$ cat config.mk
export PLATFORM = sky130hd
export DESIGN_NAME = dds_sweep_sequencer
export DESIGN_NICKNAME = d
export VERILOG_FILES = /design/src/rtl/dds_sweep_sequencer.sv
export SDC_FILE = /design/constraint.sdc
export NUM_CORES = 1
export LEC_CHECK = 0
export BUFFER_PORTS_ARGS = -buffer_cell sky130_fd_sc_hd__buf_2
export CAP_MARGIN = 20
export CORE_MARGIN = 4
export CORE_UTILIZATION = 55
export DETAILED_ROUTE_END_ITERATION = 10
export MAX_ROUTING_LAYER = met4
export PLACE_DENSITY = 0.83
export SYNTH_ARGS = -nofsm -noshare
export SYNTH_HDL_FRONTEND = slang
export SYNTH_SLANG_ARGS = --single-unit
$ cat constraint.sdc
create_clock -name clk -period 2.3 [get_ports clk]
set_input_delay 0.46 -clock clk [delete_from_list [all_inputs] [get_ports clk]]
set_output_delay 0.46 -clock clk [all_outputs]
set_load 0.02 [all_outputs]
$ cat src/rtl/dds_sweep_sequencer.sv
// dds_sweep_sequencer: plays a host-loaded table of 16-bit DDS words into
// dds_control with a per-word dwell, optional looping and a priority host path.
// Ports:
//   clk, rstn                     - clock, async active-low reset
//   tbl_wr_en/addr/data           - synchronous table write port
//   cfg_last/dwell/loop           - sweep config, latched on accepted start
//   start, abort                  - sweep control pulses
//   host_req/host_word/host_ack   - one-shot host write path
//   dds_control_data/update       - word and strobe toward dds_control
//   spi_ready                     - dds_control idle flag (low while shifting)
//   busy, done, step_idx, skip_cnt - status
module dds_sweep_sequencer #(
    parameter int DEPTH       = 16,
    parameter int AW          = 4,
    parameter int DWELL_W     = 24,
    parameter int ACK_TIMEOUT = 8
) (
    input  logic               clk,
    input  logic               rstn,
    input  logic               tbl_wr_en,
    input  logic [AW-1:0]      tbl_wr_addr,
    input  logic [15:0]        tbl_wr_data,
    input  logic [AW-1:0]      cfg_last,
    input  logic [DWELL_W-1:0] cfg_dwell,
    input  logic               cfg_loop,
    input  logic               start,
    input  logic               abort,
    input  logic               host_req,
    input  logic [15:0]        host_word,
    output logic               host_ack,
    output logic [15:0]        dds_control_data,
    output logic               dds_control_update,
    input  logic               spi_ready,
    output logic               busy,
    output logic               done,
    output logic [AW-1:0]      step_idx,
    output logic [7:0]         skip_cnt
);

    typedef enum logic [2:0] {
        S_IDLE,
        S_LOAD,
        S_ISSUE,
        S_WAIT_ACK,
        S_WAIT_DONE,
        S_DWELL
    } state_t;

    localparam int TW = $clog2(ACK_TIMEOUT + 1);
    localparam logic [TW-1:0] TO_LAST = TW'(ACK_TIMEOUT - 1);

    state_t             state;
    logic [15:0]        tbl [DEPTH];
    logic [AW-1:0]      lat_last;
    logic [DWELL_W-1:0] lat_dwell;
    logic               lat_loop;
    logic [DWELL_W-1:0] dwell_cnt;
    logic [TW-1:0]      to_cnt;
    logic               src_host;
    logic               sweep_on;
    logic               abort_pend;
    logic               ack_to;
    logic               xfer_done;
    logic               to_idle;

    always_ff @(posedge clk or negedge rstn) begin
        if (!rstn) begin
            for (int i = 0; i < DEPTH; i++) begin
                tbl[i] <= '0;
            end
        end else if (tbl_wr_en) begin
            tbl[tbl_wr_addr] <= tbl_wr_data;
        end
    end

    // A word completes either on the spi_ready rise or when dds_control
    // never started shifting (it drops a word equal to its previous one).
    assign ack_to    = (state == S_WAIT_ACK) && spi_ready && (to_cnt == TO_LAST);
    assign xfer_done = ack_to || ((state == S_WAIT_DONE) && spi_ready);
    // After a completed host word with no sweep running there is no dwell.
    assign to_idle   = abort || abort_pend || (src_host && !sweep_on);

    always_ff @(posedge clk or negedge rstn) begin
        if (!rstn) begin
            state              <= S_IDLE;
            lat_last           <= '0;
            lat_dwell          <= '0;
            lat_loop           <= 1'b0;
            dwell_cnt          <= '0;
            to_cnt             <= '0;
            src_host           <= 1'b0;
            sweep_on           <= 1'b0;
            abort_pend         <= 1'b0;
            host_ack           <= 1'b0;
            dds_control_data   <= '0;
            dds_control_update <= 1'b0;
            busy               <= 1'b0;
            done               <= 1'b0;
            step_idx           <= '0;
            skip_cnt           <= '0;
        end else begin
            dds_control_update <= 1'b0;
            host_ack           <= 1'b0;
            done               <= 1'b0;
            unique case (state)
                S_IDLE: begin
                    abort_pend <= 1'b0;
                    if (!abort) begin
                        if (host_req) begin
                            dds_control_data   <= host_word;
                            dds_control_update <= 1'b1;
                            src_host           <= 1'b1;
                            sweep_on           <= 1'b0;
                            busy               <= 1'b1;
                            state              <= S_ISSUE;
                        end else if (start) begin
                            lat_last  <= cfg_last;
                            lat_dwell <= cfg_dwell;
                            lat_loop  <= cfg_loop;
                            step_idx  <= '0;
                            sweep_on  <= 1'b1;
                            busy      <= 1'b1;
                            state     <= S_LOAD;
                        end
                    end
                end
                S_LOAD: begin
                    if (abort) begin
                        sweep_on <= 1'b0;
                        busy     <= 1'b0;
                        state    <= S_IDLE;
                    end else begin
                        dds_control_data   <= tbl[step_idx];
                        dds_control_update <= 1'b1;
                        src_host           <= 1'b0;
                        state              <= S_ISSUE;
                    end
                end
                S_ISSUE: begin
                    if (abort) abort_pend <= 1'b1;
                    to_cnt <= '0;
                    state  <= S_WAIT_ACK;
                end
                S_WAIT_ACK: begin
                    if (abort) abort_pend <= 1'b1;
                    if (!spi_ready) begin
                        state <= S_WAIT_DONE;
                    end else if (to_cnt == TO_LAST) begin
                        if (skip_cnt != 8'hFF) skip_cnt <= skip_cnt + 8'd1;
                    end else begin
                        to_cnt <= to_cnt + TW'(1);
                    end
                end
                S_WAIT_DONE: begin
                    if (abort) abort_pend <= 1'b1;
                end
                S_DWELL: begin
                    if (abort) begin
                        sweep_on <= 1'b0;
                        busy     <= 1'b0;
                        state    <= S_IDLE;
                    end else if (host_req) begin
                        dds_control_data   <= host_word;
                        dds_control_update <= 1'b1;
                        src_host           <= 1'b1;
                        state              <= S_ISSUE;
                    end else if (dwell_cnt <= DWELL_W'(1)) begin
                        if (step_idx < lat_last) begin
                            step_idx <= step_idx + AW'(1);
                            state    <= S_LOAD;
                        end else if (lat_loop) begin
                            step_idx <= '0;
                            state    <= S_LOAD;
                        end else begin
                            done     <= 1'b1;
                            sweep_on <= 1'b0;
                            busy     <= 1'b0;
                            state    <= S_IDLE;
                        end
                    end else begin
                        dwell_cnt <= dwell_cnt - DWELL_W'(1);
                    end
                end
                default: begin
                    busy  <= 1'b0;
                    state <= S_IDLE;
                end
            endcase

            if (xfer_done) begin
                host_ack <= src_host;
                if (to_idle) begin
                    sweep_on   <= 1'b0;
                    abort_pend <= 1'b0;
                    busy       <= 1'b0;
                    state      <= S_IDLE;
                end else begin
                    dwell_cnt <= lat_dwell;
                    state     <= S_DWELL;
                end
            end
        end
    end

endmodule

# After elaboration in Yosys (flattened, before gate mapping)
# Index checks and enable logic that the tools add are counted.
op_classes:
  mux: 84
  order_cmp: 5
  bitwise_logic: 4
  reduce_logical: 21
  eq_ne: 24
  add_sub_neg: 4
ops:
  columns: ["operator", "count"]
  rows:
  - ["256-bit bitwise mux", 1]
  - ["24-bit two-way mux", 6]
  - ["16-bit two-way mux", 6]
  - ["16-bit binary-select mux with 4-bit select", 1]
  - ["16-bit demux with 4-bit select", 1]
  - ["1-bit two-way mux", 40]
  - ["4-bit two-way mux", 10]
  - ["16-bit one-hot mux with 2 select lines", 1]
  - ["3-bit two-way mux", 9]
  - ["24-bit by 1-bit <= comparator with 1-bit output (second input constant)", 1]
  - ["24-bit by 1-bit subtractor with 24-bit output (second input constant)", 1]
  - ["2-bit != test (second input constant)", 11]
  - ["3-bit one-hot mux with 6 select lines", 1]
  - ["4-bit one-hot mux with 2 select lines", 2]
  - ["4-bit AND reduction", 3]
  - ["5-bit >= comparator (second input constant)", 2]
  - ["4-bit inverter with 5-bit output", 2]
  - ["3-bit != test (second input constant)", 3]
  - ["4-bit by 1-bit adder with 4-bit output (second input constant)", 2]
  - ["8-bit by 1-bit adder with 8-bit output (second input constant)", 1]
  - ["8-bit != test (second input constant)", 1]
  - ["8-bit AND reduction", 1]
  - ["3-bit by 2-bit equality test with 1-bit output (second input constant)", 2]
  - ["3-bit equality test (second input constant)", 2]
  - ["21 further kinds", 32]
totals:
  reg_bits: 351
  in_bits: 72

# Depth between registers and ports, before layout
depth:
  depth_word: 8
  mapped_depth: 9
  depth_no_buf: 7

# Least setup slack after synthesis
# No wires, ideal clock.
synth_timing:
  path_type: "register to register"
  from: "register step_idx[0]"
  to: "register dds_control_data[10]"
  t_arrival_ns: 2.059
  path_slack_ns: 0.120
  synth_period_minus_slack_ns: 2.180
  required_ns: 2.179
  path_buffers: 2
  setup_ns: 0.121
  path_stages_with_launch: 7
  path_cell_list: "dfrtp_1 -> buf_2 -> buf_2 -> mux4_2 -> mux2_2 -> o22ai_1 -> nor2_1"
synth_between:
  elab_chain_cells: 6
synth_lines:
  columns: ["item", "line", "source"]
  rows:
  - ["from (decl)", "36", "output logic [AW-1:0] step_idx,"]
  - ["from (signal assigned)", "169", "step_idx <= step_idx + AW'(1);"]
  - ["4-bit inverter with 5-bit output (not written as such)", "133", "dds_control_data <= tbl[step_idx];"]
  - ["16-bit binary-select mux with 4-bit select", "133", null]
  - ["16-bit two-way mux (not written as such) (2 in a row)", "133", null]
  - ["16-bit two-way mux", "128", "if (abort) begin"]
  - ["16-bit one-hot mux with 2 select lines", "105", "unique case (state)"]
  - ["to (signal assigned)", "110", "dds_control_data <= host_word;"]
  - ["to (signal assigned)", "133", null]
  - ["to (signal assigned)", "163", "dds_control_data <= host_word;"]
  - ["to (decl)", "31", "output logic [15:0] dds_control_data,"]
# Every way passes these cells. The select of a mux whose other input is x is not followed.
# A chain may end at the register's enable or synchronous reset.

# Worst setup path after layout
# Ends and elaborated chain as after synthesis.

==> out/results.tsv <==
stage	metric	value	unit
yosys	number of synthesis warnings	0	
floorplanning	core area	29000	um^2
sta	setup TNS	0	ns
yosys	mux contribution to synthesized area	0.310	
worst_hold_path	hold wc startpoint	cfg_dwell[10]	
clocking	postcts setup bufs	0	
layout	layout cells sized above 1	0.490	
critical_path	R2R cell count	5	
critical_path	CP bufs+invs	1	
yosys	mapped cell area	16300	um^2
yosys	complex-gate fraction of the synthesized area	0.0497	
floorplanning	die span in x	180	um
critical_path	reg2reg start	step_idx[0]	
yosys	#FFs+latches synth	351	
worst_hold_path	Hold Path Sink	lat_dwell[10]	
clocking	CTS Buf Count	38	
yosys	Mapped Cells	1179	
critical_path	Top delay family on crit path	multiplexers	
pwr	Pwr Density	1170	nW/um^2
critical_path	CP Max Fanout	19	
pwr	Static Leak	8.30	nW
detailed_routing	final wirelength	38500	um
sta	Final Skew	0.0239	ns
critical_path	Worst setup EP type	flop	
run	Max-Cap Viols	0	
yosys	Synthesized Nets	1259	
sta	post-route minimum period	2.23	ns
worst_hold_path	Hold Path Cell Cnt	2	
critical_path	CP arrival	2.63	ns
detailed_routing	ANT nets after route	0	
pwr	Max VDD drop	0.806	mV
detailed_routing	Vias/cell	6.19	
sta	Slew headroom	0.601	
yosys	predominant post-synthesis flop cell	dfrtp_1	
placement	I/O Buffers	103	
layout	layout net count	1394	
grt	largest net degree at the start of global routing	67	
clocking	CTS tree	done	
clocking	Root Buffer Master	clkbuf_16	
layout	Final Cell Area	19000	um^2
critical_path	reg2reg end	dds_control_data[10]	
yosys	Mapped Avg Cell Area	13.8	um^2
yosys	largest family of logic cells by synthesized area	multiplexers	
layout	fill cell total of the finished layout	2015	
critical_path	CP max stage delay	0.67	ns
grt	vias in the first global route	11500	
clocking	depth of the CTS H-tree	2	
clocking	Clock Path Buffers	3	
yosys	Adder-Cell Fraction of Synth Area	0.00613	
floorplanning	Die ar.	32500	um^2
yosys	Distinct cells, synth	66	
sta	fin. max-slew vios	0	
detailed_routing	via count	10700	
placement	RePlAce Congestion	0.892	
yosys	ranking of synthesized cells by area	dfrtp_1 54%, mux2_2 22%, mux4_2 8.8%	
grt	antenna violations before repair	4	
floorplanning	initial core utilization	0.563	
critical_path	CP startpoint kind	flop	
floorplanning	Rows	62	
clocking	Clock transition at path regs	0.06	ns
placement	Area after DPL	17800	um^2
yosys	XOR/XNOR Fraction of Synth Area	0.00429	
grt	first-pass GRT wire length	63000	um
clocking	Sink Count	351	
sta	hold violation total from the final report	0	
grt	total grt overflow	0	
grt	total track usage	0.247	
placement	Final HPWL DP	24200	um
critical_path	CP cell instances	buf_12 > mux4_2 > mux2_2 > o22ai_1 > nor2_1	
sta	Worst Max-Slew Pin Slew	0.598	ns
floorplanning	IO Pins	104	
critical_path	slowest stage cell on the critical path	dfrtp_4	
critical_path	WP data required	2.70	ns
yosys	post-synth top area cell	dfrtp_1	
detailed_routing	1st-iter DRT viols	814	
critical_path	reg-to-reg slack, setup	0.07	ns
detailed_routing	number of remaining DRC errors	0	
layout	Multi-input gate area	7200	um^2
sta	Peak Freq	448	MHz
critical_path	Worst Setup Path Type	reg -> reg	
detailed_routing	DR WL/cell	22.2	um
detailed_routing	drt pass-1 iters	5	
layout	Area growth syn-to-layout	16.6	%
yosys	Simple-Gate Fraction of Synth Area	0.0693	
outcome	outcome	finished clean	
sta	crit share post-route	0.970	
sta	setup violators final	0	
layout	FF+latch area	8790	um^2
worst_hold_path	Hold Path Class	in -> reg	
yosys	Post-synth EDFFs	0	
yosys	register area share after synthesis	0.538	
sta	RSZ-0062 raised after global routing	no	
floorplanning	die extent in y	180	um
yosys	share of Yosys cell area claimed by the top area cell type	0.538	
clocking	worst skew pair latency	0.53	ns
yosys	async set-reset flop share out of synthesis	1.00	
[metal layers]
metal / global-route usage / routed length, um / vias up
met3: 0.0450 / 2250 / 81
met5: - / 0 / -
met4: 0.0717 / 978 / 0
met2: 0.407 / 19200 / 324
met1: 0.319 / 16100 / 5568
li1: - / - / 4725
[registers in the layout, summed over array words and instances (netlist names), 3 cells and up]
name              cells
dwell_cnt            24
lat_last              4
state                 3
tbl                 256
skip_cnt              8
step_idx              4
to_cnt                4
lat_dwell            24
dds_control_data     16
[layout make-up]
cell class                      count  area share
Antenna cell                        4    0.000526
Clock buffer                       49      0.0564
Clock inverter                     18     0.00926
Inverter                           14     0.00276
Multi-Input combinational cell    732       0.378
Sequential cell                   351       0.462
Tap cell                          384      0.0252
Timing Repair Buffer              177      0.0661
[synthesized netlist by cell type (3+ instances only)]
master and instances:
a2111oi_0 3, nor3b_1 3, a31oi_1 17, xnor2_1 5, or3_1 9, buf_2 13, nand2b_1 9, and3_1 5
a211oi_1 6, nor2_1 57, or4_1 15, or3_2 3, dfrtp_1 351, o31ai_1 4, clkbuf_1 67, a21oi_1 9
nand3b_1 6, ha_1 8, nor2b_1 3, a21o_1 4, o21ai_0 20, inv_1 13, o22ai_1 33, nor3_1 8
nand2_1 35, nand3_1 24, xor2_1 3, mux2_2 319, o311ai_0 7, nand4_1 8, mux4_2 64, o41ai_1 4
[placed cells by master, fill, tap and decap left out, types with 4 or more instances in the layout]
master,n
nor3_1,8
buf_4,59
inv_1,13
o31ai_1,4
nand2b_1,9
a211oi_1,6
diode_2,4
nand4_1,8
clkinv_2,9
nand3_1,24
buf_12,14
a21o_1,4
clkbuf_8,6
a31oi_1,17
o311ai_0,7
o22ai_1,33
o41ai_1,4
buf_2,102
or3_1,9
clkbuf_1,4
nor2_2,10
nand2_1,35
a21oi_1,9
nand3b_1,6
and3_1,5
ha_1,8
mux2_2,319
or4_1,14
clkbuf_16,39
nor2_1,48
xnor2_1,5
dfrtp_1,348
o21ai_0,20
mux4_2,64
[where the power goes]
group          leakage, nW  internal (W)  switching (W)
logic                 3.35       0.00396        0.00317
registers             4.33       0.00793        0.00120
clock network        0.617       0.00355        0.00249
total                 8.30        0.0154        0.00687
[stage by stage]
| stage | power (W) | instances | setup WS [ns] | utilization | hold WS (ns) |
|---|---|---|---|---|---|
| after detailed placement | 0.0163 | 1657 | 0.0614 | 0.612 | 0.441 |
| after global routing | 0.0235 | 1729 | 0.00136 | 0.656 | 0.146 |
| after floorplan | 0.0140 | 1179 | 0.120 | - | 0.164 |
| final | 0.0223 | 1729 | 0.0695 | 0.656 | 0.166 |
| after CTS | 0.0224 | 1725 | 0.0457 | 0.656 | 0.145 |
| after global placement | 0.0159 | 1657 | 0.121 | 0.612 | 0.440 |
[how the worst max path moves through the flow]
stage | end | cells after the start | slack [ns] | from
final | dds_control_data[10] | 5 | 0.07 | step_idx[0]
after global routing | dwell_cnt[13] | 7 | 0.001 | dwell_cnt[0]
after CTS | state[0] | 5 | 0.05 | step_idx[0]
after detailed placement | dwell_cnt[11] | 7 | 0.06 | host_req
after global placement | dwell_cnt[11] | 7 | 0.12 | host_req
after floorplan | dds_control_data[10] | 6 | 0.12 | step_idx[0]
[logic make-up after synthesis]
kind of cell             after synthesis
buffers and inverters                 96
XOR/XNOR                               8
flip-flops                           351
AND/OR/NAND/NOR                      209
adder cells (fa/ha/maj)                8
AO/OA/AOI/OAI                        122
multiplexers                         385
[worst reg2reg max path, stage by stage, from the launching register on]
cell     delay, ns
dfrtp_4       0.67
buf_12        0.24
mux4_2        0.53
mux2_2        0.29
o22ai_1       0.30
nor2_1        0.07
[repair_timing]
action                                  in CTS  in global routing
resized for setup                            0                  4
endpoints found under the hold margin       51                  0
hold buffers                                 1                  0
endpoints found under the setup margin       0                 11
(Power assumes the default switching activity.)
